### config.mk
export PLATFORM = sky130hd
export DESIGN_NAME = lcd_ctrl
export DESIGN_NICKNAME = d
export VERILOG_FILES = /design/src/rtl/lcd_ctrl.sv
export SDC_FILE = /design/constraint.sdc
export NUM_CORES = 1
export LEC_CHECK = 0
export CORE_ASPECT_RATIO = 0.9
export CORE_UTILIZATION = 57
export CTS_CLUSTER_DIAMETER = 200
export DETAILED_ROUTE_END_ITERATION = 7
export PLACE_DENSITY_LB_ADDON = 0.3
export SETUP_SLACK_MARGIN = 0.3
export SLEW_MARGIN = 25
export SYNTH_ARGS = -nofsm -noshare
export SYNTH_HDL_FRONTEND = slang
export SYNTH_SLANG_ARGS = --single-unit
### constraint.sdc
create_clock -name clk -period 2.5 [get_ports clk]
set_input_delay 0.5 -clock clk [delete_from_list [all_inputs] [get_ports clk]]
set_output_delay 0.5 -clock clk [all_outputs]
set_load 0.01 [all_outputs]
### src/rtl/lcd_ctrl.sv
// HD44780-style character LCD write controller: power-up delay, fixed init
// sequence, then one timed SETUP/PULSE/HOLD/WAIT write per accepted command.
module lcd_ctrl #(
  parameter int unsigned POWERON_CYC  = 750000,
  parameter int unsigned SETUP_CYC    = 2,
  parameter int unsigned EN_CYC       = 25,
  parameter int unsigned HOLD_CYC     = 2,
  parameter int unsigned WAIT_CYC     = 2000,
  parameter int unsigned CLR_WAIT_CYC = 82000
) (
  input  logic       clk,
  input  logic       rst,
  input  logic       cmd_valid,
  output logic       cmd_ready,
  input  logic       cmd_rs,
  input  logic [7:0] cmd_data,
  input  logic       lcd_on_in,
  output logic       lcd_on,
  output logic       lcd_rs,
  output logic       lcd_rw,
  output logic       lcd_en,
  output logic [7:0] lcd_data,
  output logic       init_done,
  output logic       busy
);

  typedef enum logic [2:0] {
    PWRUP = 3'd0,
    IDLE  = 3'd1,
    SETUP = 3'd2,
    PULSE = 3'd3,
    HOLD  = 3'd4,
    WAIT  = 3'd5
  } state_t;

  localparam logic [31:0] PWR_LAST   = 32'(POWERON_CYC - 1);
  localparam logic [31:0] SETUP_LAST = 32'(SETUP_CYC - 1);
  localparam logic [31:0] EN_LAST    = 32'(EN_CYC - 1);
  localparam logic [31:0] HOLD_LAST  = 32'(HOLD_CYC - 1);
  localparam logic [31:0] WAIT_LAST  = 32'(WAIT_CYC - 1);
  localparam logic [31:0] CLR_LAST   = 32'(CLR_WAIT_CYC - 1);

  state_t      state_r, state_nxt_s;
  logic [31:0] cnt_r, cnt_nxt_s;
  logic [1:0]  idx_r, idx_nxt_s;
  logic        init_done_r, init_done_nxt_s;
  logic        rs_r, rs_nxt_s;
  logic [7:0]  data_r, data_nxt_s;
  logic        cmd_ready_r, cmd_ready_nxt_s;
  logic        busy_r, busy_nxt_s;
  logic        en_r, en_nxt_s;
  logic        lcd_on_r;
  logic [31:0] wait_last_s;

  function automatic logic [7:0] init_byte(input logic [1:0] idx);
    logic [7:0] b;
    case (idx)
      2'd0:    b = 8'h38;
      2'd1:    b = 8'h0C;
      2'd2:    b = 8'h06;
      default: b = 8'h01;
    endcase
    return b;
  endfunction

  // Clear and return-home instructions need the long execution wait.
  function automatic logic is_clear_cmd(input logic rs, input logic [7:0] data);
    return !rs && ((data == 8'h01) || (data == 8'h02) || (data == 8'h03));
  endfunction

  assign wait_last_s = is_clear_cmd(rs_r, data_r) ? CLR_LAST : WAIT_LAST;

  // Next-state, counter, init index and latched command byte.
  always_comb begin
    state_nxt_s     = state_r;
    cnt_nxt_s       = cnt_r;
    idx_nxt_s       = idx_r;
    init_done_nxt_s = init_done_r;
    rs_nxt_s        = rs_r;
    data_nxt_s      = data_r;
    case (state_r)
      PWRUP: begin
        if (cnt_r == PWR_LAST) begin
          state_nxt_s = SETUP;
          cnt_nxt_s   = 32'd0;
          rs_nxt_s    = 1'b0;
          data_nxt_s  = init_byte(idx_r);
        end else begin
          cnt_nxt_s = cnt_r + 32'd1;
        end
      end
      IDLE: begin
        if (cmd_valid && cmd_ready_r) begin
          state_nxt_s = SETUP;
          cnt_nxt_s   = 32'd0;
          rs_nxt_s    = cmd_rs;
          data_nxt_s  = cmd_data;
        end else begin
          cnt_nxt_s = 32'd0;
        end
      end
      SETUP: begin
        if (cnt_r == SETUP_LAST) begin
          state_nxt_s = PULSE;
          cnt_nxt_s   = 32'd0;
        end else begin
          cnt_nxt_s = cnt_r + 32'd1;
        end
      end
      PULSE: begin
        if (cnt_r == EN_LAST) begin
          state_nxt_s = HOLD;
          cnt_nxt_s   = 32'd0;
        end else begin
          cnt_nxt_s = cnt_r + 32'd1;
        end
      end
      HOLD: begin
        if (cnt_r == HOLD_LAST) begin
          state_nxt_s = WAIT;
          cnt_nxt_s   = 32'd0;
        end else begin
          cnt_nxt_s = cnt_r + 32'd1;
        end
      end
      WAIT: begin
        if (cnt_r == wait_last_s) begin
          cnt_nxt_s = 32'd0;
          if (init_done_r) begin
            state_nxt_s = IDLE;
          end else if (idx_r == 2'd3) begin
            state_nxt_s     = IDLE;
            init_done_nxt_s = 1'b1;
          end else begin
            state_nxt_s = SETUP;
            idx_nxt_s   = idx_r + 2'd1;
            rs_nxt_s    = 1'b0;
            data_nxt_s  = init_byte(idx_r + 2'd1);
          end
        end else begin
          cnt_nxt_s = cnt_r + 32'd1;
        end
      end
      default: begin
        state_nxt_s = PWRUP;
        cnt_nxt_s   = 32'd0;
      end
    endcase
  end

  // Outputs are decoded from the next state so they register glitch-free.
  always_comb begin
    cmd_ready_nxt_s = (state_nxt_s == IDLE) && init_done_nxt_s;
    busy_nxt_s      = ~cmd_ready_nxt_s;
    en_nxt_s        = (state_nxt_s == PULSE);
  end

  // State and registered output update.
  always_ff @(posedge clk) begin
    if (rst) begin
      state_r     <= PWRUP;
      cnt_r       <= 32'd0;
      idx_r       <= 2'd0;
      init_done_r <= 1'b0;
      rs_r        <= 1'b0;
      data_r      <= 8'h00;
      cmd_ready_r <= 1'b0;
      busy_r      <= 1'b1;
      en_r        <= 1'b0;
      lcd_on_r    <= 1'b0;
    end else begin
      state_r     <= state_nxt_s;
      cnt_r       <= cnt_nxt_s;
      idx_r       <= idx_nxt_s;
      init_done_r <= init_done_nxt_s;
      rs_r        <= rs_nxt_s;
      data_r      <= data_nxt_s;
      cmd_ready_r <= cmd_ready_nxt_s;
      busy_r      <= busy_nxt_s;
      en_r        <= en_nxt_s;
      lcd_on_r    <= lcd_on_in;
    end
  end

  assign cmd_ready = cmd_ready_r;
  assign busy      = busy_r;
  assign init_done = init_done_r;
  assign lcd_en    = en_r;
  assign lcd_rs    = rs_r;
  assign lcd_data  = data_r;
  assign lcd_rw    = 1'b0;
  assign lcd_on    = lcd_on_r;

endmodule
==> results of run 1 <==
final timing paths:
check                              start   endpoint  slack, ps  cells after the start
worst min-delay path              lcd_rs     lcd_rs        480                      2
worst min register to register    lcd_rs     lcd_rs        480                      2
worst max register to register  cnt_r[6]  cnt_r[22]        140                      8
worst max-delay path            cnt_r[6]  cnt_r[22]        140                      8
timing repair:
item,in CTS,in global routing
setup buffers,3,7
setup endpoints to repair,34,41
gates cloned,0,2
resized for setup,18,44
pin swaps,3,15
power by group through the flow:
stage | sequential, mW | clock (mW) | combinational [mW]
after floorplan | 0.867 | 0 | 0.180
after global placement | 0.882 | 0 | 0.239
after CTS | 0.870 | 0.562 | 0.253
final | 0.879 | 0.560 | 0.335
after detailed placement | 0.884 | 0 | 0.241
after global routing | 0.882 | 0.596 | 0.365
sequential cells by signal, indices dropped and copies added (netlist names):
name and count:
cnt_r 32, lcd_data 8, state_r 3, idx_r 2, busy 1, cmd_ready 1, init_done 1, lcd_en 1
lcd_on 1, lcd_rs 1
metrics by stage:
stage               power, mW  cells  worst slack, ps  cell area (µm²)   util
finish                   1.77    430              143             3720  0.770
global route             1.84    430             5.64             3720  0.770
CTS                      1.68    421              296             3400  0.704
detailed placement       1.13    411              168             3200  0.663
global placement         1.12    411              243             3200  0.663
floorplan                1.05    328              333             2870      -
worst max-delay path, stage by stage, from the launching register on:
cell and delay (ps):
dfxtp_1 420, nor4_1 490, nand4_1 260, nor3_2 240
nor2_1 120, nor4_4 300, buf_6 170, buf_12 150
nor3_1 70
layout by cell type (no fill, tap or decap), types with 2 or more instances in the layout:
cell,netlist,layout
a2111oi_4,0,3
a211oi_1,2,2
a21oi_1,8,8
a31o_2,2,2
a31oi_1,2,2
and3_1,3,3
and4_1,5,4
and4b_1,2,2
buf_4,1,21
buf_6,4,2
clkbuf_16,0,2
clkbuf_8,0,5
clkdlybuf4s50_1,0,26
dfxtp_1,51,39
dfxtp_2,0,9
dfxtp_4,0,3
ha_1,9,8
inv_1,9,9
mux2_4,2,2
mux2i_1,10,9
nand2_1,26,26
nand2b_1,2,2
nand3_1,18,18
nand4_1,9,9
nor2_1,23,22
nor2b_1,4,3
nor3_1,32,28
nor3_2,0,4
nor3b_1,5,4
nor4_1,18,9
nor4_2,1,4
nor4_4,1,7
nor4b_2,1,2
o211ai_1,2,2
o21ai_0,4,4
or3_1,4,4
xnor2_1,8,8
xor2_1,20,20
layout make-up:
| class | instances | area (µm²) | share of cell area |
|---|---|---|---|
| clock inverters | 1 | 30.0 | 0.00806 |
| well taps | 65 | 81.3 | 0.0218 |
| flip-flops and latches | 51 | 1040 | 0.280 |
| repair buffers | 52 | 510 | 0.137 |
| clock buffers | 6 | 72.6 | 0.0195 |
| inverters | 9 | 33.8 | 0.00907 |
| multi-input cells | 246 | 1950 | 0.524 |
metal layers:
metal / routed length, µm / global-route usage
met1: 3410 / 0.406
met2: 3580 / 0.405
met3: 461 / 0.0500
met4: 124 / 0.0897
met5: 0 / 0
kinds of logic (layout without fill, tap and decap cells):
group,after synthesis,count (layout),share of synthesized area
xor gates and xnor gates,28,28,0.0856
muxes,13,13,0.0533
DFF,51,51,0.356
AOI/OAI and AO/OA,30,30,0.0725
other,1,1,0.00131
buffers and inverters,31,68,0.0541
adders and majority gates,9,9,0.0393
and+or+nand+nor,165,165,0.338
==> impl_metrics.toml, run 1 <==
[synthesis]
yosys-top-cells-area = "dfxtp_1 36%, xor2_1 6.1%, nor3_1 5.6%"
yosysTopAreaCellShare = 0.356
async_flop_share = 0
yosys_warnings = 0
syn_avg_cell_area_um2 = 8.74
ys_ff_latch = 51
synth_enable_flop_cells = 0
yosysSeqAreaShare = 0.356
synth_area_mm2 = 0.00287
synth_most_common_cell = "dfxtp_1"
yosysTopAreaCell = "dfxtp_1"
syn_nets = 350
synth_commonest_cells = "51 x dfxtp_1, 32 x nor3_1, 26 x nand2_1"
ys_types = 52
synth_ff_type = "dfxtp_1"
syn_inst = 328

[route]
wl_per_cell_um = 17.6
wirelength_um = 7570
vias = 2622
dr.pass1.iters = 4
ant_nets = 0
routed_via_density = 6.10
drtIter0Drc = 265
drc = 0

[die]
initial_core_util = 0.593
fp.dieArea_mm2 = 0.00531
io_pins = 28
fp.coreArea_mm2 = 0.00483
die_w_um = 76.7
die_h_um = 69.3
row_count = 24

[timing]
hold_ws_ps = 480
setup_viol = 0
fin_setup_tns_ps = 0
fin_skew_ps = 9.21
min_period_ps = 2360
fin_crit_sh = 0.943
timing.fmax_mhz = 424
slew_violations = 0
worst_pin_slew_ps = 569
hold_viol = 0
rsz0062_at_grt = "yes"
max-slew-margin-rel = 0.620

[grt]
grt_pass1_wl_um = 11700
grt_max_degree = 36
grt_pass1_vias = 2397
grt_overflow = 0
antenna_found_initial = 0
grt_usage = 0.276

[setup_path]
path_max_fanout = 7
arrival_ps = 2540
cp-start-kind = "register"
crit_type = "reg -> reg"
end_kind = "register"
cp_data_required_time_ps = 2680

[cts]
cts.clk_slew.worst_paths_ps = 80
clk_latency_ps = 310
cts_tree = "built"
cts_sinks = 51
clockBufferDepth = 2
hold_buffers = 0
cts-root-buf = "clkbuf_8"
htreeDepth = 2
cts-buffers-inserted = 5

[worst_hold_path]
hold_class = "reg -> reg"

[place]
gp_congestion = 0.922
hpwlAfterDp_um = 4780
port_buffers = 26

[final_layout]
final_net_count = 387
n_fill_cell = 340
final_layout_size_suffix_gt1_frac = 0.236
syn2layout_area_growth_pct = 30.0
diodes = 0

[run]
drv_cap = 0

[power]
p_leak_nw = 1.30
swShare = 0.278
ir_worst_vdd_v = 0.000451
power_frac_comb = 0.189
clockPowerShare = 0.315
p_per_area_mw_per_mm2 = 476
internal_power_mw = 1.28
p_seq_frac = 0.496
p_switching_mw = 0.493

[run_status]
status = "finished clean"
(Power assumes the default switching activity.)
==> run 2: changes to the inputs <==
- ABC_CLOCK_PERIOD_IN_PS: not set -> 2500
- CORE_ASPECT_RATIO: 0.9 -> not set
==> run 2 against run 1 <==
Setup slack gained 25 ps. Sequential power about the same. Register-to-register slack improved by 30 ps. First-iteration DRC count is 25% lower. Sequential share of layout area is 0.48 points higher. Final area is 2.1% lower. Count of clock-buffer cells in the layout stayed put. Maximum frequency is 1.1% higher. Routed wire length grew 0.63%. Global-route usage down 1.7 points. Cell count fell by 0.70%. Critical path depth stayed put. Critical path type unchanged. Critical endpoint is now cnt_r[10].
==> impl_metrics.toml, run 2 (synthesized netlist as in run 1, its figures left out) <==
[run]
drv_cap = 0

[grt]
grt_overflow = 0
grt_usage = 0.260
grt_max_degree = 28
use_met1 = 0.341
grt_pass1_wl_um = 10800
grt_pass1_vias = 2356
grt_util_met3 = 0.0525
met2_usage = 0.427
antenna_found_initial = 0
grt.busiest_layer = "met2"

[die]
fp.coreArea_mm2 = 0.00479
row_count = 25
initial_core_util = 0.599
fp.dieArea_mm2 = 0.00531
die_h_um = 72.9
io_pins = 28
die_w_um = 72.9

[setup_path]
rrSetupSlack_ps = 170
arrival_ps = 2500
cp-start-kind = "register"
path_max_fanout = 7
crit_type = "reg -> reg"
end_kind = "register"
cp_data_required_time_ps = 2670

[timing]
max-slew-margin-rel = 0.559
setup_viol = 0
fin_setup_tns_ps = 0
setup_ws_ps = 168
fin_crit_sh = 0.933
timing.fmax_mhz = 429
worst_pin_slew_ps = 660
hold_viol = 0
slew_violations = 0
fin_skew_ps = 5.63
min_period_ps = 2330
rsz0062_at_grt = "yes"

[place]
placed_cell_area_mm2 = 0.00319
hpwlAfterDp_um = 4610
gp_congestion = 0.866
port_buffers = 26
place_ws_ps = 123

[cts]
cts-buffers-inserted = 5
clk_latency_ps = 310
cts.clk_slew.worst_paths_ps = 90
clockBufferDepth = 2
cts_tree = "built"
cts-root-buf = "clkbuf_8"
cts_sinks = 51
htreeDepth = 2
hold_buffers = 0

[route]
wirelength_um = 7620
routed_via_density = 6.36
wl_per_cell_um = 17.8
vias = 2714
dr.pass1.iters = 5
drc = 0
ant_nets = 0
drtIter0Drc = 198

[final_layout]
syn2layout_area_growth_pct = 27.2
final_layout_size_suffix_gt1_frac = 0.228
top_register = "cnt_r"
diodes = 0
final_common_cell = "dfxtp_1"
final_core_util = 0.762
largest_reg_flops = 32
final_net_count = 381
mostFrequentLayoutCells = "39 x dfxtp_1, 26 x nand2_1, 26 x clkdlybuf4s50_1, 25 x nor3_1, 23 x nor2_1"
n_fill_cell = 322
stdcell_area_mm2 = 0.00364

[worst_hold_path]
hold_class = "reg -> reg"

[power]
p_leak_nw = 1.29
p_per_area_mw_per_mm2 = 518
ir_worst_vdd_v = 0.000442

[run_status]
status = "finished clean"
run 2: cell types whose count changed in the layout (fill, tap and decap cells not counted), moves of 2 or more:
cell	previous run	this run
buf_4	21	15
a2111oi_4	3	1
nor3_1	28	25
nor4_2	4	6
nor3_2	4	7
dfxtp_2	9	11
dfxtp_4	3	1
nor4_4	7	4
run 2: metal layers:
layer  share of wire  vias to the layer above
met1            0.41                     1310
met4           0.027                        0
li1                -                     1246
met5               0                        -
met3           0.076                       32
met2            0.48                      126
run 2: final cells by class:
cell class | count | area, µm² | share of cell area
tap | 67 | 83.8 | 0.0230
clock buffer | 6 | 72.6 | 0.0199
clock inverter | 2 | 60.1 | 0.0165
sequential | 51 | 1040 | 0.285
timing repair buffer | 46 | 465 | 0.128
inverter | 9 | 33.8 | 0.00927
multi-input combinational | 246 | 1890 | 0.519
run 2: repair_timing:
item | 4_1_cts | 5_1_grt
gates cloned | 0 | 4
resized for setup | 12 | 44
endpoints found under the setup margin | 36 | 45
hold endpoints to repair | 0 | 0
pin swaps | 1 | 8
buffers inserted | 1 | 3
run 2: worst paths after layout:
check                           depth (start not counted)  startpoint   endpoint
worst max-delay path                                    8    cnt_r[7]  cnt_r[10]
worst min-delay path                                    2      lcd_rs     lcd_rs
worst max register to register                          8    cnt_r[7]  cnt_r[10]
worst min register to register                          2      lcd_rs     lcd_rs
run 2: power breakdown:
| group | switching (mW) | internal (mW) | leakage (nW) | total [mW] |
|---|---|---|---|---|
| Clock | 0.267 | 0.400 | 0.0654 | 0.667 |
| Sequential | 0.0418 | 0.837 | 0.418 | 0.878 |
| Combinational | 0.183 | 0.161 | 0.806 | 0.343 |
| Total | 0.492 | 1.40 | 1.29 | 1.89 |
run 2: worst max-delay path, stage by stage (launching register included):
cell	delay, ps
dfxtp_1	440
nand4_1	230
or3_1	410
mux2i_4	260
a21oi_2	110
nor4_4	300
buf_4	220
clkbuf_16	160
a2111oi_4	50
run 2: metrics by stage:
step / std cells / power [mW] / hold WS (ps)
CTS: 420 / 1.80 / 481
global placement: 411 / 1.11 / 461
detailed placement: 411 / 1.12 / 474
finish: 427 / 1.89 / 488
floorplan: 328 / 1.05 / 479
global route: 427 / 1.95 / 507
